`src/rtl/gate_bist_timer.sv`:
```
// Loadable down-counter shared by the gap and settle phases.
// - clk_i, rst_ni : clock and asynchronous active-low reset
// - load_i        : load load_val_i (has priority over en_i)
// - en_i          : decrement while non-zero
// - zero_o        : count is zero
module gate_bist_timer #(
    parameter int unsigned Width = 8
) (
    input  logic             clk_i,
    input  logic             rst_ni,
    input  logic             load_i,
    input  logic [Width-1:0] load_val_i,
    input  logic             en_i,
    output logic             zero_o
);

    logic [Width-1:0] count_d, count_q;

    always_comb begin
        count_d = count_q;
        if (load_i) begin
            count_d = load_val_i;
        end else if (en_i && (count_q != '0)) begin
            count_d = count_q - Width'(1);
        end
    end

    always_ff @(posedge clk_i or negedge rst_ni) begin
        if (!rst_ni) begin
            count_q <= '0;
        end else begin
            count_q <= count_d;
        end
    end

    assign zero_o = (count_q == '0);

endmodule

```
`config.mk`:
```
export PLATFORM = sky130hd
export DESIGN_NAME = gate_bist_timer
export DESIGN_NICKNAME = d
export VERILOG_FILES = /design/src/rtl/gate_bist_timer.sv
export SDC_FILE = /design/constraint.sdc
export NUM_CORES = 1
export LEC_CHECK = 0
export ABC_AREA = 1
export CAP_MARGIN = 20
export CORE_AREA = 3 3 43 45
export DETAILED_ROUTE_END_ITERATION = 10
export DIE_AREA = 0 0 46 48
export GPL_TIMING_DRIVEN = 0
export PLACE_DENSITY = 0.66
export SYNTH_ARGS = -nofsm -noshare
export SYNTH_HDL_FRONTEND = slang
export SYNTH_SLANG_ARGS = --single-unit
```
`constraint.sdc`:
```
create_clock -name clk_i -period 1.3 [get_ports clk_i]
set_clock_uncertainty 0.15 [all_clocks]
set_input_delay 0.26 -clock clk_i [delete_from_list [all_inputs] [get_ports clk_i]]
set_output_delay 0.26 -clock clk_i [all_outputs]
set_load 0.02 [all_outputs]
```
== Word level (Yosys, flattened, before mapping) ==
Cells that the tools add are included.

* Bits in registers: 8
* Word-level logic and storage cells: 8
* Output and inout port bits: 1
* Bits of input ports: 12

* Mux-type cells: 2
* Add/subtract/negate cells: 1
* Reductions and logical operators: 4

{| class="wikitable"
|+ Operators by type and width
! operator !! count
|-
| $mux 8 || 2
|-
| $logic_not 8->1 || 1
|-
| $reduce_bool 8->1 || 1
|-
| $sub 8x1->8 const B || 1
|-
| $reduce_bool 2->1 || 1
|-
| $logic_and 1x1->1 || 1
|}

== Logic depth before layout (Yosys ltp) ==
* Depth in word-level cells: 4
* Mapped depth: 8
* Depth with buffers taken out: 8

== Worst setup path after synthesis ==
OpenSTA, ideal clock, no wires.

* Path kind: register -> register
* From: reg count_q[0]
* To: reg count_q[5]
* Path slack: -0.304 ns
* Data required time: 1.025 ns
* Path buffers: 0
* Stages on the path, launching flop included: 8
* Arrival time: 1.329 ns
* Setup time: 0.125 ns
* Period minus slack after synthesis: 1.604 ns
* Path through: dfrtp_1 -> inv_1 -> ha_1 -> nand2_1 -> nor2_1 -> nor2_1 -> nand3_1 -> nand3_1

* Longest elaborated chain between the ends: 3
* Elaborated cells between the ends (all ways): 6
* Those cells by class: add/sub (1); mux (2); reduce/logical (3)

{| class="wikitable"
|+ RTL lines
! what !! RTL line !! source
|-
| start, declared || 17 || <nowiki>logic [Width-1:0] count_d, count_q;</nowiki>
|-
| start signal, assigned || 32 || <nowiki>count_q <= count_d;</nowiki>
|-
| $sub 8x1->8 / $reduce_bool 8->1 (equally long branches) || 24, 23 ||
|-
| $mux 8 / $logic_and 1x1->1 (equally long branches) || 23 || <nowiki>end else if (en_i && (count_q != '0)) begin</nowiki>
|-
| $mux 8 / $reduce_bool 2->1 (equally long branches) || n/a ||
|}

Several ways; a longest one is shown, not always the timed one. The select of a mux whose other input is x is not followed.
A chain may end at the register's enable or synchronous reset.

== Worst setup path in the final report ==
* From: reg count_q[1]
* To: out zero_o

* Longest elaborated chain between the ends: 1

{| class="wikitable"
|+ RTL lines
! what !! RTL line !! source
|-
| $logic_not 8->1 || 36 || <nowiki>assign zero_o = (count_q == '0);</nowiki>
|-
| end, declared || 14 || <nowiki>output logic zero_o</nowiki>
|}

Every way passes these cells.

==> impl_metrics.json <==
{
  "grt_use_total_pct": 17.5,
  "drive_above_1_share_pct": 38.0,
  "largest_reg_flops": 8,
  "gp_congestion": 0.771,
  "required_ps": 890,
  "ant_nets": 0,
  "r2r_slack_ps": -150,
  "cts_buffer_depth": 2,
  "critPathLaunchType": "flop",
  "clkSinkCount": 8,
  "cts_root_buffer": "clkbuf_4",
  "power_switching_share_pct": 38.5,
  "grt_pass1_vias": 664,
  "regMostFlops": "count_q",
  "internal_power_w": 0.000653,
  "status": "complete, but fails checks",
  "clock_latency_ps": 260,
  "die_area_sq_mm": 0.00221,
  "path_class": "reg2out",
  "initial_core_util_pct": 39.6,
  "place_inst": 121,
  "synthDistinctLibCells": 16,
  "yosys-top-cells-count": "36 x nand2_1, 13 x nand3_1, 10 x inv_1",
  "h-tree-depth": 1,
  "power.leakage_nw": 0.479,
  "max_freq_mhz": 635,
  "wirelength_mm": 1.74,
  "hold_violations": 0,
  "period_minus_slack_ps": 1570,
  "slew_viol_final": 0,
  "syn_to_final_growth_pct": 65.6,
  "path_max_fanout": 2,
  "maxSlewHeadroom_pct": 72.6,
  "largestRegisters": "count_q x8",
  "finalNetCount": 137,
  "stdcell_count": 137,
  "synth_seq_area_share_pct": 33.5,
  "avgSynthCellArea_sq_um": 6.42,
  "die_y_microns": 48,
  "grt_first_pass_wirelength_mm": 2.79,
  "synth_area_leader_cell": "dfrtp_1",
  "worst_slew_pin_slew_ps": 409,
  "p_sw_w": 0.000410,
  "dp_hpwl_mm": 1.18,
  "async_flop_share_pct": 100,
  "tritoncts": "yes",
  "p_total_w": 0.00106,
  "grt_max_degree": 11,
  "clk_pin_slew_ps": 60,
  "cellPowerDensity_mw_per_mm2": 1080,
  "synth_top_flop_cell": "dfrtp_1",
  "synth_most_common_cell": "nand2_1",
  "vias": 691,
  "drtIter0Drc": 14,
  "period_share_pct": 121,
  "numCtsBuffers": 3,
  "antenna_found_initial": 0,
  "yosysWarnings": 0,
  "die_w_microns": 46,
  "worst_slack_ps": -274,
  "cp_data_arrival_time_ps": 1160,
  "ys_ff_latch": 8,
  "violations": "setup timing",
  "rows": 14,
  "synth.area.top_cells": "dfrtp_1 34%, nand2_1 23%, nand3_1 11%",
  "maxCapViolations": 0,
  "antenna_cells": 0,
  "drc": 0,
  "num_io_pins": 13,
  "grt_overflow": 0,
  "numPortBuffers": 12,
  "seqPwrFrac_pct": 31.9,
  "synth_top_area_share_pct": 33.5,
  "holdCritPathClass": "in2async",
  "synth_edf_count": 0,
  "worst_setup_path_end_kind": "output pin",
  "syn_area_sq_um": 597,
  "drt-pass1-iter-count": 4,
  "ir_drop_v": 0.000542,
  "p_comb_share_pct": 48.8,
  "rsz0062_at_grt": "yes",
  "core_sq_mm": 0.00151,
  "setup_viol": 9,
  "pwr-share-clk_pct": 19.3,
  "synthCells": 93,
  "syn_nets": 107,
  "wl_per_cell_microns": 12.7,
  "viasPerCell": 5.04
}
placed cells by master, fill, tap and decap left out, types with 4 or more instances in the layout:
master           instances
buf_4                   10
nand2_1                 31
nor2_4                   6
dfrtp_2                  5
nand3_1                 10
inv_1                    8
nand2_2                  4
buf_6                    4
clkdlybuf4s50_1         11
what timing repair did:
item	CTS	global route
setup buffers	11	2
pin swaps	8	7
hold buffers	0	0
gates resized for setup	23	10
setup endpoints to repair	9	9
metal layers:
metal / vias to the layer above / part of all wire [%] / track usage (%)
met5: - / 0 / 0
met4: 0 / 0.52 / 3.41
li1: 352 / - / -
met2: 13 / 55 / 35.7
met3: 2 / 2.4 / 2.26
met1: 324 / 42 / 18.9
metrics by stage:
stage | hold slack, ps | TNS [ps] | area, sq um | setup slack [ps] | util, %
finish | 143 | -1150 | 988 | -274 | 65.6
global route | 184 | -1780 | 988 | -298 | 65.6
CTS | 165 | -915 | 941 | -280 | 62.5
detailed placement | 431 | -3390 | 785 | -566 | 52.1
global placement | 417 | -3270 | 785 | -538 | 52.1
floorplan | -186 | -157 | 644 | -33.7 | -
cell type report:
type                    instances  area (sq um)
plain buffers                   1          5.00
multi-input cells              73           458
well taps                      16          20.0
inverters                      11          46.3
clock buffers                   3          22.5
repair buffers                 25           230
fillers                       134           518
flip-flops and latches          8           206
worst max-delay path, stage by stage, from the launching register on:
cell and delay, ps:
dfrtp_1 390, inv_2 90, ha_4 140, nand2_4 70, nor2_4 100, buf_6 120
worst paths after layout:
check,from,cells past startpoint,endpoint
max in group asynchronous,rst_ni,1,count_q[6]$_DFFE_PN0P_
setup reg to reg,count_q[1]$_DFFE_PN0P_,8,count_q[2]$_DFFE_PN0P_
hold reg to reg,count_q[0]$_DFFE_PN0P_,3,count_q[0]$_DFFE_PN0P_
min in group clk_i,load_val_i[6],3,count_q[6]$_DFFE_PN0P_
setup / recovery,count_q[1]$_DFFE_PN0P_,5,zero_o
hold / removal,rst_ni,1,count_q[1]$_DFFE_PN0P_
power by group through the flow:
| stage | Combinational [W] | Clock, W | Sequential (W) |
|---|---|---|---|
| 2_1_floorplan | 0.000243 | 0 | 0.000337 |
| 4_1_cts | 0.000468 | 0.000202 | 0.000338 |
| 6_report | 0.000519 | 0.000205 | 0.000340 |
| 3_5_place_dp | 0.000331 | 0 | 0.000351 |
| 3_3_place_gp | 0.000317 | 0 | 0.000347 |
| 5_1_grt | 0.000568 | 0.000216 | 0.000344 |
logic make-up (layout without fill, tap and decap cells):
logic type / Yosys count / after routing / share of synthesized area (%)
xor gates and xnor gates: 1 / 1 / 1.47
adders and majority gates: 2 / 2 / 4.19
buffers and inverters: 12 / 40 / 7.76
DFF: 8 / 8 / 33.5
AOI/OAI and AO/OA: 7 / 7 / 7.76
and+or+nand+nor: 63 / 63 / 45.3
(Power assumes the default switching activity.)
